--- src/rtl/fp_norm_seq.sv ---
// fp_norm_seq
//   Multi-cycle normalizer between the float add/sub significand stage and
//   writeback. An operand is latched in IDLE, normalized one left shift per
//   clock in NORM (or a single right shift on carry), then presented in DONE
//   until the consumer takes it. Handles inf/NaN bypass, zero, flush-to-zero
//   and overflow-to-infinity.
//
// Ports
//   clk, rst              clock (rising edge), async active-high reset
//   in_valid/in_ready     operand handshake (in_ready only in IDLE)
//   in_sign/exp/mant      raw result; mant[FRAC_W+1]=carry, mant[FRAC_W]=hidden
//   out_valid/out_ready   result handshake (out_valid only in DONE)
//   out_sign/exp/frac     normalized result, hidden bit dropped
//   out_ovf               overflowed to infinity
//   out_unf               nonzero significand flushed to zero
//   busy                  operand in flight (state != IDLE)
module fp_norm_seq #(
    parameter int EXP_W  = 8,
    parameter int FRAC_W = 23
) (
    input  logic              clk,
    input  logic              rst,
    input  logic              in_valid,
    output logic              in_ready,
    input  logic              in_sign,
    input  logic [EXP_W-1:0]  in_exp,
    input  logic [FRAC_W+1:0] in_mant,
    output logic              out_valid,
    input  logic              out_ready,
    output logic              out_sign,
    output logic [EXP_W-1:0]  out_exp,
    output logic [FRAC_W-1:0] out_frac,
    output logic              out_ovf,
    output logic              out_unf,
    output logic              busy
);

    localparam logic [1:0] S_IDLE = 2'd0;
    localparam logic [1:0] S_NORM = 2'd1;
    localparam logic [1:0] S_DONE = 2'd2;

    localparam logic [EXP_W-1:0] EXP_MAX = '1;
    localparam logic [EXP_W-1:0] EXP_ONE = EXP_W'(1);

    logic [1:0]        state;
    logic              w_sign;
    logic [EXP_W-1:0]  w_exp;
    logic [FRAC_W+1:0] w_mant;

    // Result of this NORM cycle if it finishes; otherwise another left shift.
    logic              fin;
    logic [EXP_W-1:0]  res_exp;
    logic [FRAC_W-1:0] res_frac;
    logic              res_ovf;
    logic              res_unf;
    logic [EXP_W-1:0]  exp_inc;

    assign exp_inc = w_exp + EXP_ONE;

    always_comb begin
        fin      = 1'b1;
        res_exp  = '0;
        res_frac = '0;
        res_ovf  = 1'b0;
        res_unf  = 1'b0;
        if (w_exp == EXP_MAX) begin
            // inf/NaN: pass payload through untouched
            res_exp  = EXP_MAX;
            res_frac = w_mant[FRAC_W-1:0];
        end else if (w_mant == '0) begin
            // true zero, no flag
        end else if (w_exp == '0) begin
            res_unf = 1'b1;
        end else if (w_mant[FRAC_W+1]) begin
            // carry: one right shift, LSB dropped; frac comes from mant[FRAC_W:1]
            if (exp_inc == EXP_MAX) begin
                res_exp = EXP_MAX;
                res_ovf = 1'b1;
            end else begin
                res_exp  = exp_inc;
                res_frac = w_mant[FRAC_W:1];
            end
        end else if (w_mant[FRAC_W]) begin
            res_exp  = w_exp;
            res_frac = w_mant[FRAC_W-1:0];
        end else if (w_exp == EXP_ONE) begin
            // a further shift would take exp to 0: flush instead of going subnormal
            res_unf = 1'b1;
        end else begin
            fin = 1'b0;
        end
    end

    always_ff @(posedge clk or posedge rst) begin
        if (rst) begin
            state    <= S_IDLE;
            w_sign   <= 1'b0;
            w_exp    <= '0;
            w_mant   <= '0;
            out_sign <= 1'b0;
            out_exp  <= '0;
            out_frac <= '0;
            out_ovf  <= 1'b0;
            out_unf  <= 1'b0;
        end else begin
            case (state)
                S_IDLE: begin
                    if (in_valid) begin
                        w_sign <= in_sign;
                        w_exp  <= in_exp;
                        w_mant <= in_mant;
                        state  <= S_NORM;
                    end
                end
                S_NORM: begin
                    if (fin) begin
                        out_sign <= w_sign;
                        out_exp  <= res_exp;
                        out_frac <= res_frac;
                        out_ovf  <= res_ovf;
                        out_unf  <= res_unf;
                        state    <= S_DONE;
                    end else begin
                        // mant != 0 is checked first, so this terminates
                        // within FRAC_W shifts without a counter
                        w_mant <= w_mant << 1;
                        w_exp  <= w_exp - EXP_ONE;
                    end
                end
                S_DONE: begin
                    if (out_ready) state <= S_IDLE;
                end
                default: state <= S_IDLE;
            endcase
        end
    end

    assign in_ready  = (state == S_IDLE);
    assign out_valid = (state == S_DONE);
    assign busy      = (state != S_IDLE);

endmodule

--- config.mk ---
export PLATFORM = sky130hd
export DESIGN_NAME = fp_norm_seq
export DESIGN_NICKNAME = d
export VERILOG_FILES = /design/src/rtl/fp_norm_seq.sv
export SDC_FILE = /design/constraint.sdc
export NUM_CORES = 1
export LEC_CHECK = 0
export CORE_AREA = 10 10 99 188
export DETAILED_ROUTE_END_ITERATION = 16
export DIE_AREA = 0 0 109 198
export PLACE_DENSITY_LB_ADDON = 0.12
export SLEW_MARGIN = 10
export SYNTH_ARGS = -nofsm -noshare
export SYNTH_HDL_FRONTEND = slang
export SYNTH_SLANG_ARGS = --single-unit
--- constraint.sdc ---
create_clock -name clk -period 2.6 [get_ports clk]
set_input_delay 0.52 -clock clk [delete_from_list [all_inputs] [get_ports clk]]
set_output_delay 0.52 -clock clk [all_outputs]
set_load 0.05 [all_outputs]
## Yosys cells after proc, flatten, opt, wreduce, memory -nomap -nowiden

Cells that the tools add are included.

- Register bits after elaboration: 70
- Word-level logic and storage cells: 67
- Input port bits: 38
- Output and inout port bits: 37

- Reduce and logical (&&, ||, !) cells: 9
- Muxes and demuxes: 38
- Add/sub/neg operators: 2
- Equality and inequality tests: 9

Operator list:

| kind | number |
|---|---|
| 23-bit 2-to-1 mux | 6 |
| 8-bit 2-to-1 mux | 8 |
| 25-bit 2-to-1 mux | 2 |
| 25-bit case mux with 2 select lines | 1 |
| 25-bit zero test | 1 |
| 8-bit equality test (second input constant) | 2 |
| 1-bit 2-to-1 mux | 16 |
| 8-bit case mux with 2 select lines | 1 |
| 8-bit by 1-bit adder with 8-bit output (second input constant) | 1 |
| 8-bit by 1-bit equality test with 1-bit output (second input constant) | 1 |
| 8-bit zero test | 1 |
| 8-bit by 1-bit subtractor with 8-bit output (second input constant) | 1 |
| 2-bit 2-to-1 mux | 3 |
| 2-bit inequality test (second input constant) | 3 |
| 2-bit case mux with 3 select lines | 1 |
| 3-bit AND reduction | 2 |
| 2-bit AND reduction | 2 |
| 2-bit nonzero test | 2 |
| 2-bit by 1-bit equality test with 1-bit output (second input constant) | 1 |
| 2-bit equality test (second input constant) | 1 |
| 2-bit zero test | 1 |
| 2-bit by 1-bit inequality test with 1-bit output (second input constant) | 1 |

## Longest topological paths before layout

Gate-level depths: netlist of run 1.

- Depth after elaboration: 9
- Gate-level depth with buffers: 10
- Depth with buffers taken out: 9

## Least setup slack after synthesis of run 1

Ideal clock, no wire load.

- Path kind: reg2reg
- Start point: reg w_exp[0]
- End point: reg out_exp[3]
- Stages on the path, launching flop included: 9
- Path buffers: 0
- Path slack: 0.455 ns
- Required time: 2.468 ns
- Library setup time: 0.132 ns
- Arrival: 2.013 ns
- Period minus slack after synthesis: 2.145 ns
- Path through: dfrtp_1 inv_1 ha_1 nor3b_1 nand2_1 o31ai_4 o31ai_1 a2111oi_0 nor2_1

- Word-level cells in the longest chain between the ends: 8
- Elaborated cells between the ends (all ways): 17
- Classes of those cells: add/sub (1); eq/ne (3); mux (11); reduce/logical (2)

Ends and longest elaborated chain:

| item | line | RTL |
|---|---|---|
| start, declared | 47 | `logic [EXP_W-1:0] w_exp;` |
| start signal, assigned | 110 | `w_exp <= in_exp;` |
| start signal, assigned | 127 | `w_exp <= w_exp - EXP_ONE;` |
| branches (longest 8 deep; another with 8-bit by 1-bit adder with 8-bit output) | n/a |  |
| end signal, assigned | 118 | `out_exp <= res_exp;` |
| end, declared | 31 | `output logic [EXP_W-1:0] out_exp,` |

Several ways; the timed one is not identified.
A chain may end at the register's enable or synchronous reset.

## Worst setup path after layout of run 1

- Start point: reg w_exp[0]
- End point: reg out_sign

- Word-level cells in the longest chain between the ends: 8
- Elaborated cells between the ends (all ways): 10
- Classes of those cells: eq/ne (2); mux (6); reduce/logical (2)

Ends and longest elaborated chain:

| item | line | RTL |
|---|---|---|
| 8-bit by 1-bit equality test with 1-bit output | 86 | `end else if (w_exp == EXP_ONE) begin` |
| 1-bit 2-to-1 mux | 86 |  |
| 1-bit 2-to-1 mux | 83 | `end else if (w_mant[FRAC_W]) begin` |
| 1-bit 2-to-1 mux | 74 | `end else if (w_mant[FRAC_W+1]) begin` |
| 1-bit 2-to-1 mux | 72 | `end else if (w_exp == '0) begin` |
| 1-bit 2-to-1 mux | 70 | `end else if (w_mant == '0) begin` |
| 1-bit 2-to-1 mux (*) | 66 | `if (w_exp == EXP_MAX) begin` |
| 2-bit AND reduction (no source line) (*) | n/a |  |
| end signal, assigned | 117 | `out_sign <= w_sign;` |
| end, declared | 30 | `output logic out_sign,` |

Mark *: on every way between the ends. The rest lies on a longest branch, timed or not.

==> out/results.tsv, run 1 <==
metric	value	unit
commonest cells after routing, fill and taps aside	nand2_1, clkdlybuf4s50_1, dfrtp_1	
most common cell after layout, fill and taps aside	nand2_1	
number of remaining DRC errors	0	
CP Cell Sequence	buf_4, ha_1, nand3_1, nor2_2, o31ai_1, buf_4, mux2_2	
largest cells by area after synthesis	dfrtp_1, nand2_1, a21oi_1	
Cell variety after synth	41	
Initial Util	0.242	
first-pass GRT wire length	21900	um
DP HPWL	10100	um
Max-slew headroom	0.547	
CTS tree	done	
CP arrival	2.64	ns
Clock Skew	0.00609	ns
hold_sp	out_exp[5]	
setup_tns	0	ns
CTS clock-pin slew for the worst setup and hold paths	0.06	ns
CP max stage delay	0.62	ns
sequential element share of the synthesized area	0.461	
initial antenna violation count	0	
boundary pin count	75	
compound-cell area share of the yosys netlist	0.256	
max_cap viols	0	
Mapped Nets	498	
fmax	412	MHz
Worst EP required	2.82	ns
Cell Area, Synth	3800	um^2
area grow syn2layout	36.4	%
share of cells above drive strength 1	0.102	
multiplexer share of the synthesized area	0.00857	
total global routing overflow	0	
buffers plus inverters on the worst setup path	2	
reg2reg start	w_exp[0]	
largest family of logic cells by synthesized area	compound AO/OA/AOI/OAI gates	
placed inst area	4880	um^2
status	finished, final reports clean	
nets@finish	576	
startpoint types	flip-flop	
Largest delay share family, worst path	compound AO/OA/AOI/OAI gates	
maximum clock path buffer count	2	
Routed WL	14000	um
Gate Count Post-Synth	456	
Yosys warning total	0	
CP endpoint kind	flip-flop	
Die Span Y	198	um
Slew @ Worst Pin	0.674	ns
leakage power figure	0.00206	uW
ANT nets after route	0	
Setup CP Type	flip-flop to flip-flop	
number of cells on the worst reg-to-reg path	7	
final hold vios	0	
Final period util	0.934	
clk sinks	70	
final setup violating endpoints	0	
mean number of vias per cell	4.96	
Pwr Density	1510	nW/um^2
Clock Latency Late Sink	0.33	ns
xor/xnor share of the synthesized area	0.00231	
Worst VDD drop	0.466	mV
clock root buffer	clkbuf_16	
Final Max Slew Viols	0	
Pre-antenna DRT Iters	4	
Port Buf Inserts	74	
FP Rows	65	
pin count of the biggest net entering global routing	71	
Synth Area per Inst	8.33	um^2
fin area	5180	um^2
Synth Area in Simple Gates	0.199	
Worst path most repeated cell	buf_4	
final worst path period need	2.43	ns
Slowest-stage cell, CP	o31ai_1	
Vias	3672	
placer congestion estimate	0.826	
die area	21600	um^2
Wirelength per Cell	18.9	um
Max Fanout on Critical Path	8	
Hold/Removal Path Class	flip-flop to flip-flop	
WHS Endpoint	out_exp[5]	
Reg2Reg Setup Slack	0.17	ns
die width	109	um
Hold Crit Depth	2	
Antenna Diode Count	0	
vias in the first global route	3862	
Crit path depth	7	
adder-cell share of the synthesized area	0.0132	
core area	15700	um^2
utilization after layout	0.330	
cell taking the most area after synthesis	dfrtp_1	
overall routing resource usage	0.133	
initial DRC count	138	
# H-tree levels	3	
reg2reg end	out_sign	
RSZ-0062 raised after global routing	no	
FF+latch count, synth	70	
Yosys top cell area share	0.461	
Inserted Clock Buffers	9	
-- area by class of cell --
type	count	area (um^2)
Inverter	11	41.3
Multi-Input combinational cell	338	1830
Tap cell	201	251
Clock inverter	5	41.3
Sequential cell	70	1750
Fill cell	1665	10500
Clock buffer	11	253
Timing Repair Buffer	104	1020
-- cells by family (layout without fill, tap and decap cells) --
logic type | after synthesis | after routing
xor gates and xnor gates | 1 | 1
AOI/OAI and AO/OA | 151 | 151
DFF | 70 | 70
and+or+nand+nor | 179 | 179
adders and majority gates | 4 | 4
buffers and inverters | 48 | 131
muxes | 3 | 3
-- worst max path at each step --
stage	from	end
finish	w_exp[0]	out_sign
global route	w_mant[4]	out_exp[3]
CTS	w_mant[4]	out_exp[3]
detailed placement	w_mant[4]	out_exp[3]
global placement	w_mant[4]	out_exp[3]
floorplan	rst	out_exp[0]
-- repair_timing --
item                       CTS  global route
gates resized for setup      0             1
buffers inserted             0             0
hold buffers                 0             0
setup endpoints to repair    0             1
-- tightest hold or removal path: stages, from the launching register on --
cell     delay (ns)
dfrtp_1        0.34
nand2_1        0.05
nand2_1        0.06
-- state kept, by name, indices dropped and copies added, names as in the netlist --
register  cells
out_exp       8
out_ovf       1
out_sign      1
out_frac     23
state         2
w_exp         8
w_mant       25
out_unf       1
w_sign        1
-- metrics by stage --
stage,total power [uW],cells,hold slack [ns],setup slack (ns)
floorplan,5080,456,0.475,0.312
global placement,6640,724,0.477,0.0712
detailed placement,6690,724,0.475,0.0872
CTS,7940,740,0.494,0.0552
global route,8390,740,0.531,0.0112
finish,7830,740,0.482,0.173
-- per-layer routing --
layer  vias up  GRT usage  wire (um)
met5         -          0          0
met2        62      0.257       8270
met3        13     0.0277        467
met1      1812      0.130       4940
li1       1785          -          -
met4         0     0.0481        331
-- Yosys cell counts --
cell       instances
o31ai_1            1
nand2b_1           6
nand2_1           99
mux2_2             2
a21oi_1           40
buf_2             13
xnor2_1            1
o41ai_1            1
a22oi_1            2
a31oi_1           27
a22o_1            21
a41oi_1            1
a32o_1             1
nor2_1            44
dfrtp_1           70
and4_1             1
o21ai_0           23
ha_1               4
nand3_1            8
nor4_1             8
inv_1             10
or3_1              1
o21ai_1            1
o31ai_4            1
clkbuf_1          20
a221oi_1           1
o22ai_1           25
nor3b_1            1
buf_6              4
and2_1             1
o31a_1             1
o22a_1             1
nand4_1            4
mux2i_1            1
inv_2              1
nor3_1             3
a2111oi_0          1
nor3_2             1
a211oi_1           2
o41a_4             1
nor2b_1            2
-- power by group --
part,total (uW),switching [uW],internal (uW),leakage [uW]
combinational,4380,2700,1680,0.00113
sequential,2230,602,1630,0.000791
clock,1220,511,707,0.000139
(Power assumes the default switching activity.)
==> run 2, diff against run 1 <==
Settings changed: CAP_MARGIN from default to 20, CORE_AREA 10 10 99 188 to 10 10 74 138, DIE_AREA 0 0 109 198 to 0 0 84 148.
==> run 2 against run 1 <==
Global-route usage up 5.5 points; sequential power about the same; die area down 42%; utilization up 30 points; clock power about the same; routed wire length down 15%; critical path type unchanged; critical endpoint is now w_mant[11]; highest routed layer unchanged.
==> out/results.tsv, run 2 (synthesis gave the netlist of run 1 again) <==
metric	value	unit
clock root buffer	clkbuf_16	
Worst EP required	2.85	ns
Hold WS	0.488	ns
CTS clock-pin slew for the worst setup and hold paths	0.06	ns
vias in the first global route	3848	
met2 routed WL	6550	um
final hold vios	0	
die width	84	um
max_cap viols	0	
Pre-antenna DRT Iters	5	
met3 wire len	536	um
initial DRC count	262	
Inserted Clock Buffers	9	
Final Max Slew Viols	0	
Final period util	0.943	
Setup CP Type	flip-flop to flip-flop	
share of cells above drive strength 1	0.0854	
Initial Util	0.478	
CP endpoint kind	flip-flop	
nets@finish	565	
placer congestion estimate	0.856	
DRT met1 WL	4330	um
Die Span Y	148	um
leakage power figure	0.00201	uW
# H-tree levels	3	
Clock Latency Late Sink	0.34	ns
postcts setup bufs	0	
Max-slew headroom	0.641	
core area	7940	um^2
largest registers	w_mant (25), out_frac (23)	
startpoint types	flip-flop	
final worst path period need	2.45	ns
final setup violating endpoints	0	
fmax	408	MHz
Worst VDD drop	0.901	mV
pin count of the biggest net entering global routing	71	
Slew @ Worst Pin	0.537	ns
overall routing resource usage	0.188	
clk sinks	70	
status	finished, final reports clean	
Pwr Density	1550	nW/um^2
Port Buf Inserts	74	
total global routing overflow	0	
first-pass GRT wire length	19000	um
commonest cells after routing, fill and taps aside	nand2_1, clkdlybuf4s50_1, dfrtp_1	
ANT nets after route	0	
initial antenna violation count	0	
Hold/Removal Path Class	flip-flop to flip-flop	
die area	12400	um^2
CP arrival	2.70	ns
Max Fanout on Critical Path	34	
boundary pin count	75	
RSZ-0062 raised after global routing	no	
Reg with most FFs	w_mant	
Wirelength per Cell	19.0	um
number of remaining DRC errors	0	
Clock Skew	0.00692	ns
Vias	3733	
Antenna Diode Count	0	
highest routed layer	met4	
maximum clock path buffer count	2	
Routed WL	11900	um
most common cell after layout, fill and taps aside	nand2_1	
DP HPWL	8330	um
Largest register FFs	25	
FP Rows	46	
setup_tns	0	ns
area grow syn2layout	30.8	%
mean number of vias per cell	5.99	
CTS tree	done	
run 2: cell count changes in the layout (fill, tap and decap cells not counted), moves of 2 or more:
cell | before | now
buf_4 | 26 | 16
clkinvlp_4 | 2 | 0
dfrtp_1 | 70 | 68
dfrtp_2 | 0 | 2
inv_6 | 2 | 0
run 2: worst max-delay path, stage by stage (launching register included):
cell,delay (ns)
dfrtp_2,0.43
inv_1,0.10
ha_1,0.25
nor3b_1,0.17
nand2_1,0.18
o31ai_4,0.13
o41a_4,0.43
inv_2,0.21
buf_12,0.22
nor2_1,0.05
a31oi_1,0.18
run 2: path summary, 6_finish.rpt:
kind                            startpoint    endpoint  slack, ns  cells after the start
worst min-delay path            out_exp[5]  out_exp[5]       0.49                      2
max in group asynchronous              rst   w_mant[0]       1.69                      3
worst max register to register    w_exp[0]  w_mant[11]       0.15                     10
worst max-delay path              w_exp[0]  w_mant[11]       0.15                     10
worst min register to register  out_exp[5]  out_exp[5]       0.49                      2
min in group asynchronous              rst    w_exp[3]       0.58                      3
run 2: timing repair:
item	4_1_cts	5_1_grt
hold buffers	0	0
setup endpoints to repair	0	21
gates resized for setup	0	4
run 2: per-stage QoR:
step / instance area [um^2] / worst slack [ns] / instances / util / total power [uW]
final: 4970 / 0.148 / 623 / 0.625 / 7680
after global routing: 4970 / 0.0175 / 623 / 0.625 / 8170
after CTS: 4960 / 0.0857 / 623 / 0.624 / 7680
after detailed placement: 4660 / 0.137 / 608 / 0.586 / 6410
after global placement: 4660 / 0.177 / 608 / 0.586 / 6300
after floorplan: 3800 / 0.312 / 456 / - / 5080
run 2: layout make-up:
| class | count | area, um^2 |
|---|---|---|
| clock buffers | 12 | 256 |
| fillers | 726 | 2980 |
| clock inverters | 3 | 43.8 |
| inverters | 11 | 41.3 |
| well taps | 96 | 120 |
| repair buffers | 93 | 921 |
| multi-input cells | 338 | 1830 |
| flip-flops and latches | 70 | 1750 |
run 2: power breakdown:
| part | switching, uW | internal, uW |
|---|---|---|
| logic | 2610 | 1590 |
| registers | 594 | 1630 |
| clock network | 458 | 789 |
| total | 3660 | 4010 |
run 2: per-layer routing:
metal / up-vias / global-route usage
li1: 1765 / -
met1: 1826 / 0.187
met2: 108 / 0.350
met3: 34 / 0.0352
met4: 0 / 0.105
met5: - / 0
